### src/rtl/i2c_slave_lcd_frame_writer_pkg.sv
// Shared LCD command bytes, state encodings and sizing helpers for the
// HD44780 frame writer and its bus write-cycle timer.
package i2c_slave_lcd_frame_writer_pkg;

    localparam logic [7:0] CMD_FUNC_8BIT_2LINE = 8'h38;
    localparam logic [7:0] CMD_DISP_ON         = 8'h0C;
    localparam logic [7:0] CMD_CLEAR           = 8'h01;
    localparam logic [7:0] CMD_ENTRY_INC       = 8'h06;
    localparam logic [7:0] CMD_LINE1           = 8'h80;
    localparam logic [7:0] CMD_LINE2           = 8'hC0;

    localparam int INIT_CMDS = 6;

    typedef enum logic [2:0] {
        ST_PWRUP_WAIT, ST_INIT, ST_IDLE, ST_ADDR1, ST_LINE1, ST_ADDR2, ST_LINE2
    } top_state_e;

    typedef enum logic [1:0] {WC_IDLE, WC_SETUP, WC_PULSE, WC_HOLD} wc_phase_e;

    function automatic int clamp1(input int v);
        return (v < 1) ? 1 : v;
    endfunction

    function automatic int max2(input int a, input int b);
        return (a > b) ? a : b;
    endfunction

    // Power-up command sequence; the function set is repeated three times.
    function automatic logic [7:0] init_cmd(input logic [2:0] idx);
        case (idx)
            3'd0, 3'd1, 3'd2: return CMD_FUNC_8BIT_2LINE;
            3'd3:             return CMD_DISP_ON;
            3'd4:             return CMD_CLEAR;
            default:          return CMD_ENTRY_INC;
        endcase
    endfunction

endpackage

### src/rtl/i2c_slave_lcd_write_cycle.sv
// One LCD bus write: SETUP (E low), PULSE (E high), HOLD (E low) with a
// long hold for the clear command. done_o marks the last hold clock.
module i2c_slave_lcd_write_cycle
    import i2c_slave_lcd_frame_writer_pkg::*;
#(
    parameter int T_SETUP  = 2,
    parameter int T_EPULSE = 12,
    parameter int T_CMD    = 2000,
    parameter int T_CLEAR  = 82000,
    parameter int CW       = 18
) (
    input  logic       clk,
    input  logic       rst,
    input  logic       start_i,
    input  logic       rs_i,
    input  logic [7:0] byte_i,
    input  logic       long_hold_i,
    output logic       lcd_e_o,
    output logic       lcd_rs_o,
    output logic [7:0] lcd_db_o,
    output logic       done_o
);
    localparam logic [CW-1:0] SETUP_LAST = CW'(clamp1(T_SETUP) - 1);
    localparam logic [CW-1:0] PULSE_LAST = CW'(clamp1(T_EPULSE) - 1);
    localparam logic [CW-1:0] CMD_LAST   = CW'(clamp1(T_CMD) - 1);
    localparam logic [CW-1:0] CLEAR_LAST = CW'(clamp1(T_CLEAR) - 1);

    wc_phase_e     phase_q, phase_d;
    logic [CW-1:0] cnt_q, cnt_d;
    logic          rs_q, rs_d, long_q, long_d;
    logic [7:0]    db_q, db_d;
    logic [CW-1:0] hold_last;

    assign hold_last = long_q ? CLEAR_LAST : CMD_LAST;

    always_ff @(posedge clk) begin
        if (rst) begin
            phase_q <= WC_IDLE;
            cnt_q   <= '0;
            rs_q    <= 1'b0;
            long_q  <= 1'b0;
            db_q    <= 8'h00;
        end else begin
            phase_q <= phase_d;
            cnt_q   <= cnt_d;
            rs_q    <= rs_d;
            long_q  <= long_d;
            db_q    <= db_d;
        end
    end

    always_comb begin
        phase_d = phase_q;
        cnt_d   = cnt_q + 1'b1;
        rs_d    = rs_q;
        long_d  = long_q;
        db_d    = db_q;
        done_o  = 1'b0;
        case (phase_q)
            WC_IDLE:  cnt_d = '0;
            WC_SETUP: if (cnt_q == SETUP_LAST) begin phase_d = WC_PULSE; cnt_d = '0; end
            WC_PULSE: if (cnt_q == PULSE_LAST) begin phase_d = WC_HOLD;  cnt_d = '0; end
            WC_HOLD:  if (cnt_q == hold_last) begin
                phase_d = WC_IDLE;
                cnt_d   = '0;
                done_o  = 1'b1;
            end
            default:  phase_d = WC_IDLE;
        endcase
        // A start in the done cycle chains the next write with no gap clock.
        if (start_i) begin
            phase_d = WC_SETUP;
            cnt_d   = '0;
            rs_d    = rs_i;
            db_d    = byte_i;
            long_d  = long_hold_i;
        end
    end

    assign lcd_e_o  = (phase_q == WC_PULSE);
    assign lcd_rs_o = rs_q;
    assign lcd_db_o = db_q;

endmodule

### src/rtl/i2c_slave_lcd_frame_writer.sv
// Drives a 16x2 HD44780 LCD: power-up wait, init commands, then writes each
// accepted 32-char frame as 80, line 1, C0, line 2.
module i2c_slave_lcd_frame_writer
    import i2c_slave_lcd_frame_writer_pkg::*;
#(
    parameter int T_POWERUP = 750000,
    parameter int T_SETUP   = 2,
    parameter int T_EPULSE  = 12,
    parameter int T_CMD     = 2000,
    parameter int T_CLEAR   = 82000
) (
    input  logic         clk,
    input  logic         rst,
    input  logic [255:0] lcd_data_i,
    input  logic         frame_valid_i,
    output logic         frame_ready_o,
    output logic         frame_done_o,
    output logic         init_done_o,
    output logic         lcd_e_o,
    output logic         lcd_rs_o,
    output logic         lcd_rw_o,
    output logic [7:0]   lcd_db_o
);
    localparam int MAXP = max2(max2(clamp1(T_POWERUP), clamp1(T_CLEAR)),
                               max2(max2(clamp1(T_CMD), clamp1(T_SETUP)), clamp1(T_EPULSE)));
    localparam int CW = $clog2(MAXP) + 1;
    localparam logic [CW-1:0] PWR_LAST = CW'(clamp1(T_POWERUP) - 1);

    top_state_e    state_q, state_d;
    logic [CW-1:0] cnt_q, cnt_d;
    logic [4:0]    idx_q, idx_d, idx_inc;
    logic [255:0]  frame_q, frame_d;
    logic          init_done_q, init_done_d;
    logic          wc_start, wc_rs, wc_done, last_done, ready;
    logic [7:0]    wc_byte, next_char;

    assign idx_inc   = idx_q + 5'd1;
    assign next_char = frame_q[{idx_inc, 3'b000} +: 8];

    always_ff @(posedge clk) begin
        if (rst) begin
            state_q     <= ST_PWRUP_WAIT;
            cnt_q       <= '0;
            idx_q       <= '0;
            frame_q     <= '0;
            init_done_q <= 1'b0;
        end else begin
            state_q     <= state_d;
            cnt_q       <= cnt_d;
            idx_q       <= idx_d;
            frame_q     <= frame_d;
            init_done_q <= init_done_d;
        end
    end

    always_comb begin
        state_d     = state_q;
        cnt_d       = cnt_q;
        idx_d       = idx_q;
        frame_d     = frame_q;
        init_done_d = init_done_q;
        wc_start    = 1'b0;
        wc_rs       = 1'b0;
        wc_byte     = CMD_LINE1;
        last_done   = 1'b0;
        case (state_q)
            ST_PWRUP_WAIT: begin
                if (cnt_q == PWR_LAST) begin
                    state_d  = ST_INIT;
                    cnt_d    = '0;
                    idx_d    = '0;
                    wc_start = 1'b1;
                    wc_byte  = init_cmd(3'd0);
                end else begin
                    cnt_d = cnt_q + 1'b1;
                end
            end
            ST_INIT: if (wc_done) begin
                if (idx_q == 5'(INIT_CMDS - 1)) begin
                    state_d     = ST_IDLE;
                    init_done_d = 1'b1;
                    last_done   = 1'b1;
                end else begin
                    idx_d    = idx_inc;
                    wc_start = 1'b1;
                    wc_byte  = init_cmd(idx_inc[2:0]);
                end
            end
            ST_ADDR1: if (wc_done) begin
                state_d  = ST_LINE1;
                idx_d    = 5'd0;
                wc_start = 1'b1;
                wc_rs    = 1'b1;
                wc_byte  = frame_q[7:0];
            end
            ST_LINE1: if (wc_done) begin
                wc_start = 1'b1;
                if (idx_q == 5'd15) begin
                    state_d = ST_ADDR2;
                    wc_byte = CMD_LINE2;
                end else begin
                    idx_d   = idx_inc;
                    wc_rs   = 1'b1;
                    wc_byte = next_char;
                end
            end
            ST_ADDR2: if (wc_done) begin
                state_d  = ST_LINE2;
                idx_d    = 5'd16;
                wc_start = 1'b1;
                wc_rs    = 1'b1;
                wc_byte  = frame_q[135:128];
            end
            ST_LINE2: if (wc_done) begin
                // Char 31 ends the frame; the index never advances past it.
                if (idx_q == 5'd31) begin
                    state_d   = ST_IDLE;
                    last_done = 1'b1;
                end else begin
                    idx_d    = idx_inc;
                    wc_start = 1'b1;
                    wc_rs    = 1'b1;
                    wc_byte  = next_char;
                end
            end
            ST_IDLE: ;
            default: state_d = ST_PWRUP_WAIT;
        endcase
        ready = (state_q == ST_IDLE) || last_done;
        if (ready && frame_valid_i) begin
            frame_d  = lcd_data_i;
            state_d  = ST_ADDR1;
            wc_start = 1'b1;
            wc_rs    = 1'b0;
            wc_byte  = CMD_LINE1;
        end
    end

    i2c_slave_lcd_write_cycle #(
        .T_SETUP (T_SETUP),
        .T_EPULSE(T_EPULSE),
        .T_CMD   (T_CMD),
        .T_CLEAR (T_CLEAR),
        .CW      (CW)
    ) u_wc (
        .clk        (clk),
        .rst        (rst),
        .start_i    (wc_start),
        .rs_i       (wc_rs),
        .byte_i     (wc_byte),
        .long_hold_i(!wc_rs && (wc_byte == CMD_CLEAR)),
        .lcd_e_o    (lcd_e_o),
        .lcd_rs_o   (lcd_rs_o),
        .lcd_db_o   (lcd_db_o),
        .done_o     (wc_done)
    );

    assign frame_ready_o = ready;
    assign frame_done_o  = (state_q == ST_LINE2) && wc_done && (idx_q == 5'd31);
    assign init_done_o   = init_done_q || ((state_q == ST_INIT) && last_done);
    assign lcd_rw_o      = 1'b0;

endmodule

### config.mk
export PLATFORM = sky130hd
export DESIGN_NAME = i2c_slave_lcd_frame_writer
export DESIGN_NICKNAME = d
export VERILOG_FILES = /design/src/rtl/i2c_slave_lcd_frame_writer_pkg.sv /design/src/rtl/i2c_slave_lcd_write_cycle.sv /design/src/rtl/i2c_slave_lcd_frame_writer.sv
export SDC_FILE = /design/constraint.sdc
export NUM_CORES = 1
export LEC_CHECK = 0
export BUFFER_PORTS_ARGS = -buffer_cell sky130_fd_sc_hd__buf_2
export CAP_MARGIN = 20
export CORE_AREA = 2 2 207 148
export DETAILED_ROUTE_END_ITERATION = 10
export DIE_AREA = 0 0 209 150
export PLACE_DENSITY = 0.82
export SETUP_SLACK_MARGIN = 0.15
export SLEW_MARGIN = 20
export SYNTH_ARGS = -nofsm -noshare
export SYNTH_HDL_FRONTEND = slang
export SYNTH_SLANG_ARGS = --single-unit
### constraint.sdc
create_clock -name clk -period 2.95 [get_ports clk]
set_input_delay 0.295 -clock clk [delete_from_list [all_inputs] [get_ports clk]]
set_output_delay 0.295 -clock clk [all_outputs]
set_load 0.02 [all_outputs]
# [Word-level counts from Yosys, hierarchy flattened]
# Index checks and enable logic that the tools add are counted.
[classes] add_sub_neg=3 multipliers=0 n_div=0 order_cmp=0 n_eq_ne=49 shift=1 muxes=63 n_bitwise=1 reduce_logical=25
[op_table] op="256-bit by 9-bit variable part select with 8-bit output" n=1
[op_table] op="21-bit 2-to-1 mux" n=4
[op_table] op="21-bit one-hot mux with 4 select lines" n=1
[op_table] op="8-bit 2-to-1 mux" n=10
[op_table] op="8-bit one-hot mux with 6 select lines" n=1
[op_table] op="5-bit 2-to-1 mux" n=9
[op_table] op="21-bit by 1-bit adder with 21-bit output (second input constant)" n=2
[op_table] op="5-bit one-hot mux with 6 select lines" n=1
[op_table] op="10-bit AND reduction" n=3
[op_table] op="3-bit 2-to-1 mux" n=9
[op_table] op="3-bit inequality test (second input constant)" n=9
[op_table] op="2-bit inequality test (second input constant)" n=12
[op_table] op="21-bit by 1-bit == test with 1-bit output (second input constant)" n=1
[op_table] op="21-bit by 20-bit == test with 1-bit output (second input constant)" n=1
[op_table] op="21-bit == test" n=1
[op_table] op="21-bit by 4-bit == test with 1-bit output (second input constant)" n=1
[op_table] op="3-bit one-hot mux with 7 select lines" n=1
[op_table] op="6-bit one-hot mux with 3 select lines" n=1
[op_table] op="1-bit 2-to-1 mux" n=17
[op_table] op="17-bit 2-to-1 mux" n=1
[op_table] op="3-bit by 2-bit == test with 1-bit output (second input constant)" n=4
[op_table] op="3-bit == test (second input constant)" n=4
[op_table] op="3-bit by 1-bit inequality test with 1-bit output (second input constant)" n=3
[op_table] op="8-bit by 1-bit == test with 1-bit output (second input constant)" n=1
[op_table] op="other kinds (26)" n=44
[word_totals] ff_bits=319 latch_bits=0 ram_bits=0 romBits=0 in_bits=259 output_inout_bits=14 word_cells=154 mem_count=0

# [Depth between registers and ports, before layout]
[logic_depth] ltp_word=11 depth_mapped=15 ltp_nobuf=10

# [By module]
# A second synthesis with hierarchy kept.
[unflattened] cells_unflattened=1713 area_unflattened_um2=14326.2
[by_module_without_submodules] module="i2c_slave_lcd_frame_writer" instances=1 cells_each=1544 area_each_um2=12829.8 seq_area_each_um2=5725.5
[by_module_without_submodules] module="i2c_slave_lcd_write_cycle" instances=1 cells_each=169 area_each_um2=1496.4 seq_area_each_um2=660.6

# [Worst setup path after synthesis]
# No wires, ideal clock.
[synth_path] kind="register -> register" startpoint="reg idx_q[0]" endpoint="reg u_wc.db_q[7] (netlist: u_wc.lcd_db_o[7])" arrival_ns=3.116 path_slack_ns=-0.283 path_stages_with_launch=15 n_path_buf=6 period_less_slack_ns=3.233 cell_sequence="dfxtp_1 > buf_4 > clkinv_1 > clkbuf_1 > ha_1 > buf_6 > buf_8 > buf_4 > buf_2 > mux4_2 > nand2_1 > nand3_1 > nand4_1 > nand4_1 > a22o_1"
[synth_between] elab_chain_len=7
[synth_lines] element="start, declared" line_no="i2c_slave_lcd_frame_writer.sv:31" source="logic [4:0] idx_q, idx_d, idx_inc;"
[synth_lines] element="start signal, assigned" line_no="i2c_slave_lcd_frame_writer.sv:50" source="idx_q <= idx_d;"
[synth_lines] element="parallel branches: the longest is 7 deep, another holds 5-bit by 1-bit adder with 5-bit output"
[synth_lines] element="end signal, assigned" line_no="i2c_slave_lcd_write_cycle.sv:42" source="db_q <= 8'h00;"
[synth_lines] element="end signal, assigned" line_no="i2c_slave_lcd_write_cycle.sv:48" source="db_q <= db_d;"
[synth_lines] element="end, declared" line_no="i2c_slave_lcd_write_cycle.sv:31" source="logic [7:0] db_q, db_d;"
# Several ways; the timed one is not identified.
# A chain may end at the register's enable or synchronous reset.

# [Worst setup path in the final report]
[layout_path] startpoint="reg idx_q[0]" endpoint="reg u_wc.db_q[4] (netlist: u_wc.lcd_db_o[4])"
[layout_between] elab_chain_len=8
[layout_lines] element="parallel branches: the longest is 8 deep, another holds 5-bit by 1-bit adder with 5-bit output"
# Several ways; the timed one is not identified.

==> flow_summary.yaml <==
logic_synthesis:
  postSynth.asyncResetShare_pct: 0
  netlist_top_cells_count: "582 x sky130_fd_sc_hd__nand2_1, 319 x sky130_fd_sc_hd__dfxtp_1, 278 x sky130_fd_sc_hd__a21oi_1"
  netlist-cell-type-count: 76
  synthMostInstantiatedCell: "sky130_fd_sc_hd__nand2_1"
  synth_area_leader_cell: "sky130_fd_sc_hd__dfxtp_1"
  syn-cell-area_sq_mm: 0.0145
  synthesis.instances: 1744
  synthesis.area_per_instance_sq_um: 8.34
  ys_top_cells_by_area: "sky130_fd_sc_hd__dfxtp_1 44%, sky130_fd_sc_hd__nand2_1 15%, sky130_fd_sc_hd__a21oi_1 9.6%, sky130_fd_sc_hd__mux4_2 8.8%, sky130_fd_sc_hd__nor2_1 2.1%"
  number_of_enable_type_register_cells_in_the_synthesized_netlist: 0
  flip_flop_and_latch_count_after_synthesis: 319
  synth_top_cell_area_share_pct: 43.9
  sequential_cell_area_fraction_in_the_yosys_report_pct: 43.9
  syn_nets: 2013
  ys.warnings.count: 0
  synth_ff_type: "sky130_fd_sc_hd__dfxtp_1"
place:
  detailed_place_hpwl_mm: 32.7
  buffer_ports.inserted: 271
  dpl_worst_slack_ns: 0.0960
  place.gp.congestion: 1.02
finish:
  final_core_util_pct: 66.6
  areaGrowthSynthToFinish_pct: 35.1
  share_of_final_layout_standard_cells_stronger_than_drive_strength_1_pct: 21.9
  final.fill_count: 2201
  final_net_count: 2461
critical_path:
  worst_setup_path_start_kind: "register"
  cpMaxStageDelayCell: "sky130_fd_sc_hd__mux4_2"
  r2r_setup_slack_ns: 0.18
  critPathMaxFanout: 7
  crit_required_ns: 3.41
  crit_path_frequent_cell: "sky130_fd_sc_hd__mux4_2"
  timing.reg2reg.worst_path_depth: 11
  critical_path_arrival_ns: 3.24
  reg2reg_from: "idx_q[0]"
  worstSetupEndpointType: "register"
  ordered_cell_list_for_the_critical_path: "clkinv_8, ha_4, buf_12, clkbuf_16, mux4_2, mux4_2, nand2_1, a21oi_1, nor3_1, o21ai_1, a22o_1"
  worst_r2r_endpoint: "u_wc.lcd_db_o[4]"
  crit_path_max_incr_delay_ns: 0.49
  critical_path_type: "reg -> reg"
sta:
  pins_over_their_slew_limit: 0
  clock.fmax_ghz: 0.361
  setup_repair_after_global_routing_missed_its_margin: "true"
  setup_viol_count_final: 0
  layout_setup_ws_ns: 0.176
  setup_tns_ns: 0
  timing_hold_violations_final: 0
  layout_min_cycle_time_ns: 2.77
  worst_slew_pin_slew_ns: 0.912
  worst_clock_skew_ns: 0.0211
  finalCritPeriodShare_pct: 94.0
  max-slew-margin-rel_pct: 39.2
die:
  die_area_sq_mm: 0.0314
  initial_standard_cell_utilization_of_the_core_pct: 49.3
  die_w_um: 209
  fp.dieH_um: 150
  core_region_area_sq_mm: 0.0295
  boundaryPins: 273
  row_count: 53
clock_tree:
  cts.reportedPaths.clkPinSlew_ns: 0.06
  clock-root-buffer: "sky130_fd_sc_hd__clkbuf_16"
  clock_insertion_delay_worst_skew_ns: 0.57
  tritoncts: "built"
  tritoncts.num_buffers: 30
  cts_htree_levels: 1
  tritoncts_num_sinks: 319
  cts_max_path_buffers: 3
power:
  design_power_total_mw: 8.88
  power_density_mw_per_mm2: 452
  worst_ir_drop_vdd_uv: 401
  leakage_nw: 7.07
run_status:
  status: "finished clean"
route:
  dr_total_vias: 14900
  wl_mm: 52.0
  antenna_violating_nets_post_route: 0
  vias_per_cell: 5.73
  wire_per_inst_um: 20.0
  dr.first_iter.drc_count: 1567
  drc: 0
  drt-pass1-iter-count: 6
hold_path:
  hold-path-endpoint: "frame_q[186]"
  timing.hold.worst_path_depth: 3
  hold_start: "lcd_data_i[186]"
  worstHoldPathType: "in -> reg"
job:
  max_cap_viol_count: 0
global_routing:
  antenna_found_initial: 6
  first_global_vias: 14800
  globalRouteTotalUtil_pct: 32.4
  grt_pass1_wl_mm: 80.1
  grt_start_max_net_pins: 156
  grt_overflow: 0
==> cells in the final DEF (no fill, tap or decap), types with 4 or more instances in the layout <==
| master | n |
|---|---|
| sky130_fd_sc_hd__xnor2_1 | 18 |
| sky130_fd_sc_hd__mux4_2 | 60 |
| sky130_fd_sc_hd__clkbuf_8 | 7 |
| sky130_fd_sc_hd__diode_2 | 5 |
| sky130_fd_sc_hd__buf_4 | 48 |
| sky130_fd_sc_hd__o21ai_0 | 14 |
| sky130_fd_sc_hd__dlygate4sd3_1 | 206 |
| sky130_fd_sc_hd__nor2b_1 | 6 |
| sky130_fd_sc_hd__dfxtp_1 | 316 |
| sky130_fd_sc_hd__o22ai_1 | 5 |
| sky130_fd_sc_hd__nor3_1 | 18 |
| sky130_fd_sc_hd__buf_12 | 14 |
| sky130_fd_sc_hd__and2_1 | 4 |
| sky130_fd_sc_hd__buf_2 | 270 |
| sky130_fd_sc_hd__nand2b_1 | 5 |
| sky130_fd_sc_hd__xor2_1 | 20 |
| sky130_fd_sc_hd__nand3_1 | 31 |
| sky130_fd_sc_hd__nor4_1 | 7 |
| sky130_fd_sc_hd__a31oi_1 | 6 |
| sky130_fd_sc_hd__mux2i_1 | 20 |
| sky130_fd_sc_hd__a21oi_1 | 278 |
| sky130_fd_sc_hd__nand4_1 | 23 |
| sky130_fd_sc_hd__clkinv_2 | 6 |
| sky130_fd_sc_hd__a22o_1 | 6 |
| sky130_fd_sc_hd__ha_1 | 8 |
| sky130_fd_sc_hd__and3_1 | 7 |
| sky130_fd_sc_hd__clkbuf_1 | 7 |
| sky130_fd_sc_hd__nor2_1 | 81 |
| sky130_fd_sc_hd__a22oi_1 | 5 |
| sky130_fd_sc_hd__nand2_1 | 582 |
| sky130_fd_sc_hd__clkbuf_16 | 33 |
| sky130_fd_sc_hd__inv_1 | 12 |
==> timing repair <==
| item | CTS | global route |
|---|---|---|
| pin swaps | 2 | 6 |
| endpoints found under the setup margin | 6 | 141 |
| endpoints found under the hold margin | 206 | 0 |
| resized for setup | 1 | 17 |
| hold buffers | 206 | 0 |
| buffers inserted | 4 | 4 |
| cloned | 0 | 2 |
==> final cells by class <==
cell class	count	area (sq um)	share of cell area, %
multi-input combinational	1282	7530	38.3
sequential	319	6390	32.5
timing repair buffer	544	4170	21.2
clock buffer	44	885	4.50
tap	385	482	2.45
clock inverter	12	101	0.516
inverter	15	68.8	0.350
antenna	5	12.5	0.0637
==> registers in the layout, indices dropped and copies added, names as in the netlist, 2 cells and up <==
name           cells
frame_q          256
cnt_q             21
u_wc.cnt_q        21
u_wc.lcd_db_o      8
idx_q              5
state_q            3
u_wc.phase_q       2
==> layer usage <==
metal	vias up	part of all wire (%)	GRT usage [%]	wire length, um
li1	6851	-	-	-
met1	7100	41	42.3	21100
met4	2	3.5	12.1	1830
met3	149	9.6	6.74	5010
met5	-	0.025	0	13
met2	841	46	53.2	24100
==> worst max-delay path: cells and delay by family, from the launching register on <==
| kind | cells | cell delay, ns |
|---|---|---|
| AOI/OAI and AO/OA | 3 | 0.34 |
| DFF | 1 | 0.41 |
| buffers and inverters | 3 | 0.33 |
| muxes | 2 | 0.96 |
| and+or+nand+nor | 2 | 0.30 |
| adders and majority gates | 1 | 0.34 |
==> kinds of logic (layout without fill, tap and decap cells) <==
kind of cell,Yosys count,in the layout,synth area share (%)
adders and majority gates,10,10,0.861
buffers and inverters,143,615,4.83
other,1,6,0.0258
xor gates and xnor gates,41,41,2.47
muxes,86,86,11.4
and+or+nand+nor,791,791,22.7
AOI/OAI and AO/OA,353,353,13.8
DFF,319,319,43.9
==> stage by stage <==
step	cells	hold slack, ns	area [sq um]
global route	2606	0.000912	19600
floorplan	1744	0.427	14600
CTS	2595	0.00111	19500
global placement	2329	0.435	16400
detailed placement	2329	0.440	16400
finish	2606	0.00789	19600
==> worst max path at each step <==
stage                        start               end  slack (ns)
after floorplan           idx_q[0]  u_wc.lcd_db_o[4]        0.15
after global placement    idx_q[1]  u_wc.lcd_db_o[4]        0.18
after detailed placement  idx_q[1]  u_wc.lcd_db_o[4]         0.1
after CTS                 idx_q[0]  u_wc.lcd_db_o[0]        0.19
after global routing      idx_q[0]  u_wc.lcd_db_o[4]        0.12
final                     idx_q[0]  u_wc.lcd_db_o[4]        0.18
==> report_power, final <==
part / internal [mW] / total [mW] / switching (mW)
clock network: 2.17 / 3.91 / 1.73
registers: 4.32 / 4.33 / 0.0142
logic: 0.369 / 0.641 / 0.272
total: 6.86 / 8.88 / 2.02
Note: power is estimated with default switching activity, not from simulation.
